File: src/rtl/cpu_seq_pkg.sv
// Shared definitions for the instruction sequencer: opcodes, instruction
// field positions and the control FSM encoding.
package cpu_seq_pkg;

  localparam logic [3:0]  OP_HLT    = 4'b1111;
  localparam logic [3:0]  OP_IDLE   = 4'b0110;
  localparam logic [15:0] INSTR_HLT = 16'hF000;

  localparam int OPC_MSB = 15;
  localparam int OPC_LSB = 12;
  localparam int ADR_MSB = 11;
  localparam int ADR_LSB = 8;
  localparam int OPR_MSB = 7;
  localparam int OPR_LSB = 0;

  typedef enum logic [2:0] {
    ST_IDLE    = 3'd0,
    ST_FETCH   = 3'd1,
    ST_ISSUE   = 3'd2,
    ST_CAPTURE = 3'd3,
    ST_DONE    = 3'd4
  } seq_state_e;

  function automatic logic is_hlt(input logic [15:0] instr);
    return (instr[OPC_MSB:OPC_LSB] == OP_HLT);
  endfunction

endpackage

File: src/rtl/seq_imem.sv
// Instruction store: DEPTH x 16 register file, synchronous write,
// combinational read, every entry reset to HLT.
module seq_imem
  import cpu_seq_pkg::*;
#(
  parameter int DEPTH = 16,
  parameter int PC_W  = 4
) (
  input  logic            clk,
  input  logic            rst,
  input  logic            we_i,
  input  logic [PC_W-1:0] waddr_i,
  input  logic [15:0]     wdata_i,
  input  logic [PC_W-1:0] raddr_i,
  output logic [15:0]     rdata_o
);

  logic [15:0] mem_q [DEPTH];

  // Storage array with reset-to-HLT so an unprogrammed run halts immediately
  always_ff @(posedge clk) begin
    if (!rst) begin
      for (int i = 0; i < DEPTH; i++) begin
        mem_q[i] <= INSTR_HLT;
      end
    end else if (we_i) begin
      mem_q[waddr_i] <= wdata_i;
    end
  end

  assign rdata_o = mem_q[raddr_i];

endmodule

File: src/rtl/cpu_sequencer.sv
// Steps through the instruction store, issuing one instruction to the CPU
// datapath every three cycles and capturing its result and flags.
module cpu_sequencer
  import cpu_seq_pkg::*;
#(
  parameter int DEPTH = 16,
  parameter int PC_W  = 4
) (
  input  logic            clk,
  input  logic            rst,
  input  logic            start,
  input  logic            abort,
  input  logic            prog_we,
  input  logic [PC_W-1:0] prog_addr,
  input  logic [15:0]     prog_data,
  output logic [3:0]      cpu_opcode,
  output logic [3:0]      cpu_address,
  output logic [7:0]      cpu_myinput,
  input  logic [7:0]      cpu_myoutput,
  input  logic [2:0]      cpu_flags,
  output logic            busy,
  output logic            done,
  output logic            aborted,
  output logic            halted_by_hlt,
  output logic            trace_valid,
  output logic [PC_W-1:0] pc,
  output logic [PC_W:0]   instr_count,
  output logic [7:0]      result,
  output logic [2:0]      result_flags
);

  localparam logic [PC_W-1:0] PC_LAST  = PC_W'(DEPTH - 1);
  localparam logic [PC_W-1:0] PC_ZERO  = {PC_W{1'b0}};
  localparam logic [PC_W-1:0] PC_ONE   = {{(PC_W-1){1'b0}}, 1'b1};
  localparam logic [PC_W:0]   CNT_ZERO = {(PC_W+1){1'b0}};
  localparam logic [PC_W:0]   CNT_ONE  = {{PC_W{1'b0}}, 1'b1};

  seq_state_e      state_q, state_d;
  logic [15:0]     ir_q, ir_d;
  logic [PC_W-1:0] pc_q, pc_d;
  logic [PC_W:0]   count_q, count_d;
  logic [7:0]      result_q, result_d;
  logic [2:0]      flags_q, flags_d;
  logic            halted_q, halted_d;
  logic            busy_q, busy_d;
  logic            done_q, done_d;
  logic            aborted_q, aborted_d;
  logic            trace_q, trace_d;
  logic [3:0]      cpu_op_q, cpu_op_d;
  logic [3:0]      cpu_addr_q, cpu_addr_d;
  logic [7:0]      cpu_in_q, cpu_in_d;
  logic [15:0]     imem_rdata_s;
  logic            imem_we_s;

  // Program writes are only accepted while no run is in flight
  assign imem_we_s = prog_we && ((state_q == ST_IDLE) || (state_q == ST_DONE));

  seq_imem #(
    .DEPTH (DEPTH),
    .PC_W  (PC_W)
  ) u_imem (
    .clk     (clk),
    .rst     (rst),
    .we_i    (imem_we_s),
    .waddr_i (prog_addr),
    .wdata_i (prog_data),
    .raddr_i (pc_q),
    .rdata_o (imem_rdata_s)
  );

  // Next-state and next-output logic; CPU vector is prepared in FETCH so it is registered during ISSUE
  always_comb begin
    state_d    = state_q;
    ir_d       = ir_q;
    pc_d       = pc_q;
    count_d    = count_q;
    result_d   = result_q;
    flags_d    = flags_q;
    halted_d   = halted_q;
    aborted_d  = 1'b0;
    trace_d    = 1'b0;
    cpu_op_d   = OP_IDLE;
    cpu_addr_d = 4'h0;
    cpu_in_d   = 8'h00;
    case (state_q)
      ST_IDLE: begin
        if (start && !abort) begin
          state_d  = ST_FETCH;
          pc_d     = PC_ZERO;
          count_d  = CNT_ZERO;
          halted_d = 1'b0;
        end else begin
          state_d = ST_IDLE;
        end
      end
      ST_FETCH: begin
        if (abort) begin
          state_d   = ST_IDLE;
          aborted_d = 1'b1;
        end else begin
          state_d = ST_ISSUE;
          ir_d    = imem_rdata_s;
          if (!is_hlt(imem_rdata_s)) begin
            cpu_op_d   = imem_rdata_s[OPC_MSB:OPC_LSB];
            cpu_addr_d = imem_rdata_s[ADR_MSB:ADR_LSB];
            cpu_in_d   = imem_rdata_s[OPR_MSB:OPR_LSB];
          end else begin
            cpu_op_d = OP_IDLE;
          end
        end
      end
      ST_ISSUE: begin
        if (abort) begin
          state_d   = ST_IDLE;
          aborted_d = 1'b1;
        end else if (is_hlt(ir_q)) begin
          state_d  = ST_DONE;
          halted_d = 1'b1;
        end else begin
          state_d = ST_CAPTURE;
          count_d = count_q + CNT_ONE;
        end
      end
      ST_CAPTURE: begin
        if (abort) begin
          state_d   = ST_IDLE;
          aborted_d = 1'b1;
        end else begin
          result_d = cpu_myoutput;
          flags_d  = cpu_flags;
          trace_d  = 1'b1;
          if (pc_q == PC_LAST) begin
            pc_d    = PC_ZERO;
            state_d = ST_DONE;
          end else begin
            pc_d    = pc_q + PC_ONE;
            state_d = ST_FETCH;
          end
        end
      end
      ST_DONE: begin
        state_d = ST_IDLE;
      end
      default: begin
        state_d = ST_IDLE;
      end
    endcase
    busy_d = (state_d == ST_FETCH) || (state_d == ST_ISSUE) || (state_d == ST_CAPTURE);
    done_d = (state_d == ST_DONE);
  end

  // State, datapath and output registers
  always_ff @(posedge clk) begin
    if (!rst) begin
      state_q    <= ST_IDLE;
      ir_q       <= INSTR_HLT;
      pc_q       <= PC_ZERO;
      count_q    <= CNT_ZERO;
      result_q   <= 8'h00;
      flags_q    <= 3'b000;
      halted_q   <= 1'b0;
      busy_q     <= 1'b0;
      done_q     <= 1'b0;
      aborted_q  <= 1'b0;
      trace_q    <= 1'b0;
      cpu_op_q   <= OP_IDLE;
      cpu_addr_q <= 4'h0;
      cpu_in_q   <= 8'h00;
    end else begin
      state_q    <= state_d;
      ir_q       <= ir_d;
      pc_q       <= pc_d;
      count_q    <= count_d;
      result_q   <= result_d;
      flags_q    <= flags_d;
      halted_q   <= halted_d;
      busy_q     <= busy_d;
      done_q     <= done_d;
      aborted_q  <= aborted_d;
      trace_q    <= trace_d;
      cpu_op_q   <= cpu_op_d;
      cpu_addr_q <= cpu_addr_d;
      cpu_in_q   <= cpu_in_d;
    end
  end

  assign cpu_opcode    = cpu_op_q;
  assign cpu_address   = cpu_addr_q;
  assign cpu_myinput   = cpu_in_q;
  assign busy          = busy_q;
  assign done          = done_q;
  assign aborted       = aborted_q;
  assign halted_by_hlt = halted_q;
  assign trace_valid   = trace_q;
  assign pc            = pc_q;
  assign instr_count   = count_q;
  assign result        = result_q;
  assign result_flags  = flags_q;

endmodule

File: config.mk
export PLATFORM = sky130hd
export DESIGN_NAME = cpu_sequencer
export DESIGN_NICKNAME = d
export VERILOG_FILES = /design/src/rtl/cpu_seq_pkg.sv /design/src/rtl/seq_imem.sv /design/src/rtl/cpu_sequencer.sv
export SDC_FILE = /design/constraint.sdc
export NUM_CORES = 1
export LEC_CHECK = 0
export ABC_AREA = 1
export BUFFER_PORTS_ARGS = -buffer_cell sky130_fd_sc_hd__buf_2
export CORE_MARGIN = 2
export CORE_UTILIZATION = 40
export DETAILED_ROUTE_END_ITERATION = 10
export GPL_TIMING_DRIVEN = 0
export HOLD_SLACK_MARGIN = 0.05
export SETUP_SLACK_MARGIN = 0.1
export SYNTH_ARGS = -nofsm -noshare
export SYNTH_HDL_FRONTEND = slang
export SYNTH_HIERARCHICAL = 1
export SYNTH_SLANG_ARGS = --single-unit
File: constraint.sdc
create_clock -name clk -period 1.9 [get_ports clk]
set_input_delay 0.475 -clock clk [delete_from_list [all_inputs] [get_ports clk]]
set_output_delay 0.475 -clock clk [all_outputs]
set_load 0.02 [all_outputs]
* Word level (Yosys, flattened, before mapping) *
Memories as Yosys holds them, arrays and structs flattened. A register that Yosys moved wholly into a read port is not among the register bits.
Cells that the tools add are included.

cells by class
  $add $sub $neg = 2
  equal/unequal tests = 16
  muxes and demuxes = 30
  bitwise gates (word level) = 3
  reduce and logical (&&, ||, !) cells = 19

operators with widths
  kind                 count
  $mux 4               6
  $mux 16              1
  $reduce_or 16->1     1
  $mux 5               3
  $eq 3x2->1 const B   4
  $eq 4x4->1 const B   3
  $mux 3               4
  $pmux 3 s4           1
  $mux 1               11
  $pmux 5 s2           1
  $ne 2x2->1 const B   4
  $pmux 4 s2           1
  $reduce_and 2->1     4
  $reduce_and 4->1     2
  $eq 3x1->1 const B   2
  $eq 3x3->1 const B   2
  $add 5x1->5 const B  1
  $add 4x1->4 const B  1
  $reduce_bool 2->1    2
  $reduce_or 4->1      1
  $logic_not 3->1      1
  $logic_or 1x1->1     3
  $not 1->1            3
  $reduce_and 3->1     1
  6 further kinds      7

word-level totals
  register bits after elaboration = 60
  memory bits (writable) = 256
  input bits = 36
  logic and storage cells = 85
  memories kept = 1

memories
  memory        words  width  rd ports  clocked after memory_dff  wr ports  line            source
  u_imem.mem_q  16     16     1         1                         16        seq_imem.sv:18  logic [15:0] mem_q [DEPTH];

* Depth between registers and ports, before layout *
  depth in word-level cells = 8
  depth in mapped cells = 13
  mapped depth without buffers = 10

* Hierarchy *
Netlist, hierarchy kept.

by module, submodules not included
  module         instances  cells an instance  area an instance (µm²)
  seq_imem       1          1402               12389.4
  cpu_sequencer  1          240                1906.8

* Least setup slack after synthesis *
Ideal clock, no wire load.

  path kind = input -> register
  start = in prog_we
  end = mem u_imem.mem_q[8][0] (enable)
  library setup time = 0.372 ns
  data arrival time = 1.714 ns
  required time = 1.528 ns
  setup slack = -0.186 ns
  stages = 8
  buffers on the path = 1
  path through = nor3b_1 > nand2_2 > inv_2 > nand3_2 > nor2_2 > inv_2 > buf_6 > nand2_1

RTL lines
  what         line                 source
  from (decl)  cpu_sequencer.sv:13  input logic prog_we,
  to (decl)    seq_imem.sv:18

==> out/summary.txt <==
fraction of layout cells with a size suffix above 1 - 0.204
vias in the first global route - 11143
CP Data Required Time - 2.28 ns
VDD IR max - 0.000618 V
Worst path most repeated cell - nand3_4
failing checks - negative setup slack
vias - 11816
most used flip-flop cell after synthesis - edfxtp_1
Critical Path Source Type - register
worst skew pair latency - 0.52 ns
Area Growth Syn to Fin - 28.3%
WS Path Type - reg -> reg
post-cts hold buffer count - 0
Critical Path End Type - register
top post-synthesis cells by area - edfxtp_1 54%, nand2_1 12%, nand3_1 7.4%
htree depth - 2
die height - 193 um
clock sink count - 304
CTS tree - done
first-pass GRT wire length - 64600 um
Synth area leader - edfxtp_1
number of core rows - 69
core box area - 35400 um2
global route total overflow - 0
synthesized area per cell - 8.71 um2
worst-path maximum fanout - 10
largest net degree at the start of global routing - 21
CTS Buf Count - 34
Initial Util - 0.404
most common cell in the netlist - nand2_1
min-delay worst type - in -> reg
pre-CTS setup slack - -0.924 ns
Final setup viols - 14
Worst Clk Skew - 0.0189 ns
CP max stage cell - dfxtp_4
CP Cell Sequence - buf_12 -> buf_6 -> nand2_1 -> nand3_1 -> nand3_2 -> nand3_4 -> nand2_4 -> nand4_1 -> nand3_4 -> or2_1
Synth top cells by count - 466 x nand2_1, 256 x edfxtp_1, 253 x inv_1
DRT Wirelength - 44200 um
P per Cell Area - 811 nW/um2
Final ANT Viol Nets - 0
Worst-Margin Slew - 0.713 ns
Root Driver - clkbuf_16
EDFF count, synth - 256
Slew Limit Fails - 0
Final Cell Area - 18300 um2
port bufs - 76
Rel. slew slack - 0.525
initial antenna violation count - 1
final worst slack - -0.118 ns
Die Footprint - 37300 um2
Yosys cell types - 30
synthesized flop and latch total - 304
post-DR wirelength/cell - 19.1 um
initial drt markers - 1130
Max Cap Violations - 0
Ys Warns - 6
final period utilization - 1.06
IO Pins - 77
Clock transition at path regs - 0.06 ns
Fill cells - 3154
router iterations before antenna repair - 6
HPWL Detailed - 28800 um
Synth top area share - 0.538
synthesized cell area - 14300 um2
unrepaired setup endpoints after global routing - yes
Leak Pwr - 0.00816 uW
via/cell ratio - 5.12
nets - 1863
CP arrival - 2.40 ns
DRC errors left - 0
n_diodes - 0
Max Buffers Root-to-Sink - 3
CP max stage delay - 0.44 ns
outcome - finished with violations
Post-Syn Instances - 1642
total track usage - 0.237
min Tclk post-route - 2.02 ns
Placed Area - 15400 um2
Die X-Extent - 193 um
sequential element share of the synthesized area - 0.605
post-synthesis net count - 1680
FFs w/ async S/R, synth - 0
fmax - 496 MHz
GPL Wtd Cong - 0.917
Final Hold Vio Count - 0
[kinds of logic after synthesis]
kind of cell | Yosys count | share of synthesized area
buffers and inverters | 357 | 0.103
AND/OR/NAND/NOR | 951 | 0.280
adder cells (fa/ha/maj) | 2 | 0.00175
AO/OA/AOI/OAI | 27 | 0.00954
flip-flops | 304 | 0.605
XOR/XNOR | 1 | 0.000613
[state kept, by name, summed over array words and instances, names as in the netlist, 4 cells and up]
| register | flops |
|---|---|
| pc | 4 |
| cpu_myinput | 8 |
| cpu_opcode | 4 |
| u_imem/mem_q | 256 |
| cpu_address | 4 |
| instr_count | 5 |
| result | 8 |
| ir_q | 4 |
[metal layers]
| layer | wire [um] | share of wire | track usage | vias to the layer above |
|---|---|---|---|---|
| met5 | 0 | 0 | 0 | - |
| met1 | 17800 | 0.40 | 0.313 | 5588 |
| met3 | 4240 | 0.096 | 0.0472 | 91 |
| met2 | 20500 | 0.46 | 0.379 | 573 |
| met4 | 1660 | 0.038 | 0.103 | 0 |
| li1 | - | - | - | 5564 |
[worst paths after layout]
path / from / endpoint / slack (ns) / cells past startpoint
worst max-delay path: pc[0] / cpu_opcode[1] / -0.12 / 10
worst min-delay path: cpu_myoutput[0] / result[0] / 0.22 / 3
worst max register to register: pc[0] / cpu_opcode[1] / -0.12 / 10
worst min register to register: halted_by_hlt / halted_by_hlt / 0.46 / 2
[report_power, final]
group	switching (uW)	leakage [uW]	total [uW]	internal, uW
clock	2590	0.000534	6500	3900
combinational	627	0.00477	881	254
sequential	63.9	0.00285	7500	7430
[area by class of cell]
| type | instances | area [um2] | area share |
|---|---|---|---|
| Tap cell | 461 | 577 | 0.0315 |
| Timing Repair Buffer | 132 | 895 | 0.0488 |
| Inverter | 266 | 1020 | 0.0555 |
| Clock buffer | 40 | 895 | 0.0488 |
| Sequential cell | 304 | 8660 | 0.472 |
| Clock inverter | 20 | 194 | 0.0106 |
| Buffer | 90 | 1010 | 0.0552 |
| Multi-Input combinational cell | 997 | 5080 | 0.277 |
[cell usage in the layout (no fill, tap or decap), types with 3 or more instances in the layout]
cell         n
nand2_2     12
nand2_8     32
buf_4       52
inv_4        4
a21oi_1     11
o21ai_0     15
nand2_1    432
nand3_1    191
clkbuf_8     4
clkbuf_1    24
buf_12      21
buf_8       12
inv_1      247
nor2_2       7
dfxtp_4      4
nor2_4      18
clkbuf_16   37
edfxtp_1   256
clkbuf_2     4
buf_6       21
nand2_4     12
dfxtp_1     43
nor2_1     230
nand3_2     15
clkinv_2     6
nand3_4      7
clkinv_1     8
inv_2       13
bufinv_16    4
nand4_1      3
buf_2       81
[through the flow]
step	util	total power, uW	instances	TNS [ns]	hold WS, ns
finish	0.518	14900	2310	-1.25	0.224
global route	0.518	15300	2310	-3.08	0.220
CTS	0.509	14900	2292	-0.232	0.219
detailed placement	0.434	8330	2179	-228.41	0.450
global placement	0.434	8320	2179	-216.15	0.449
floorplan	-	8070	1642	0	0.442
[worst max-delay path: cells and delay by family, from the launching register on]
family	cells	cell delay (ns)
buf+inv	2	0.35
flops	1	0.44
simple gates	8	1.09
[what timing repair did]
item	CTS	global route
endpoints found under the setup margin	461	342
pin swaps	26	25
setup buffers	35	16
cloned	19	2
gates resized for setup	259	37
Note: power is estimated with default switching activity, not from simulation.
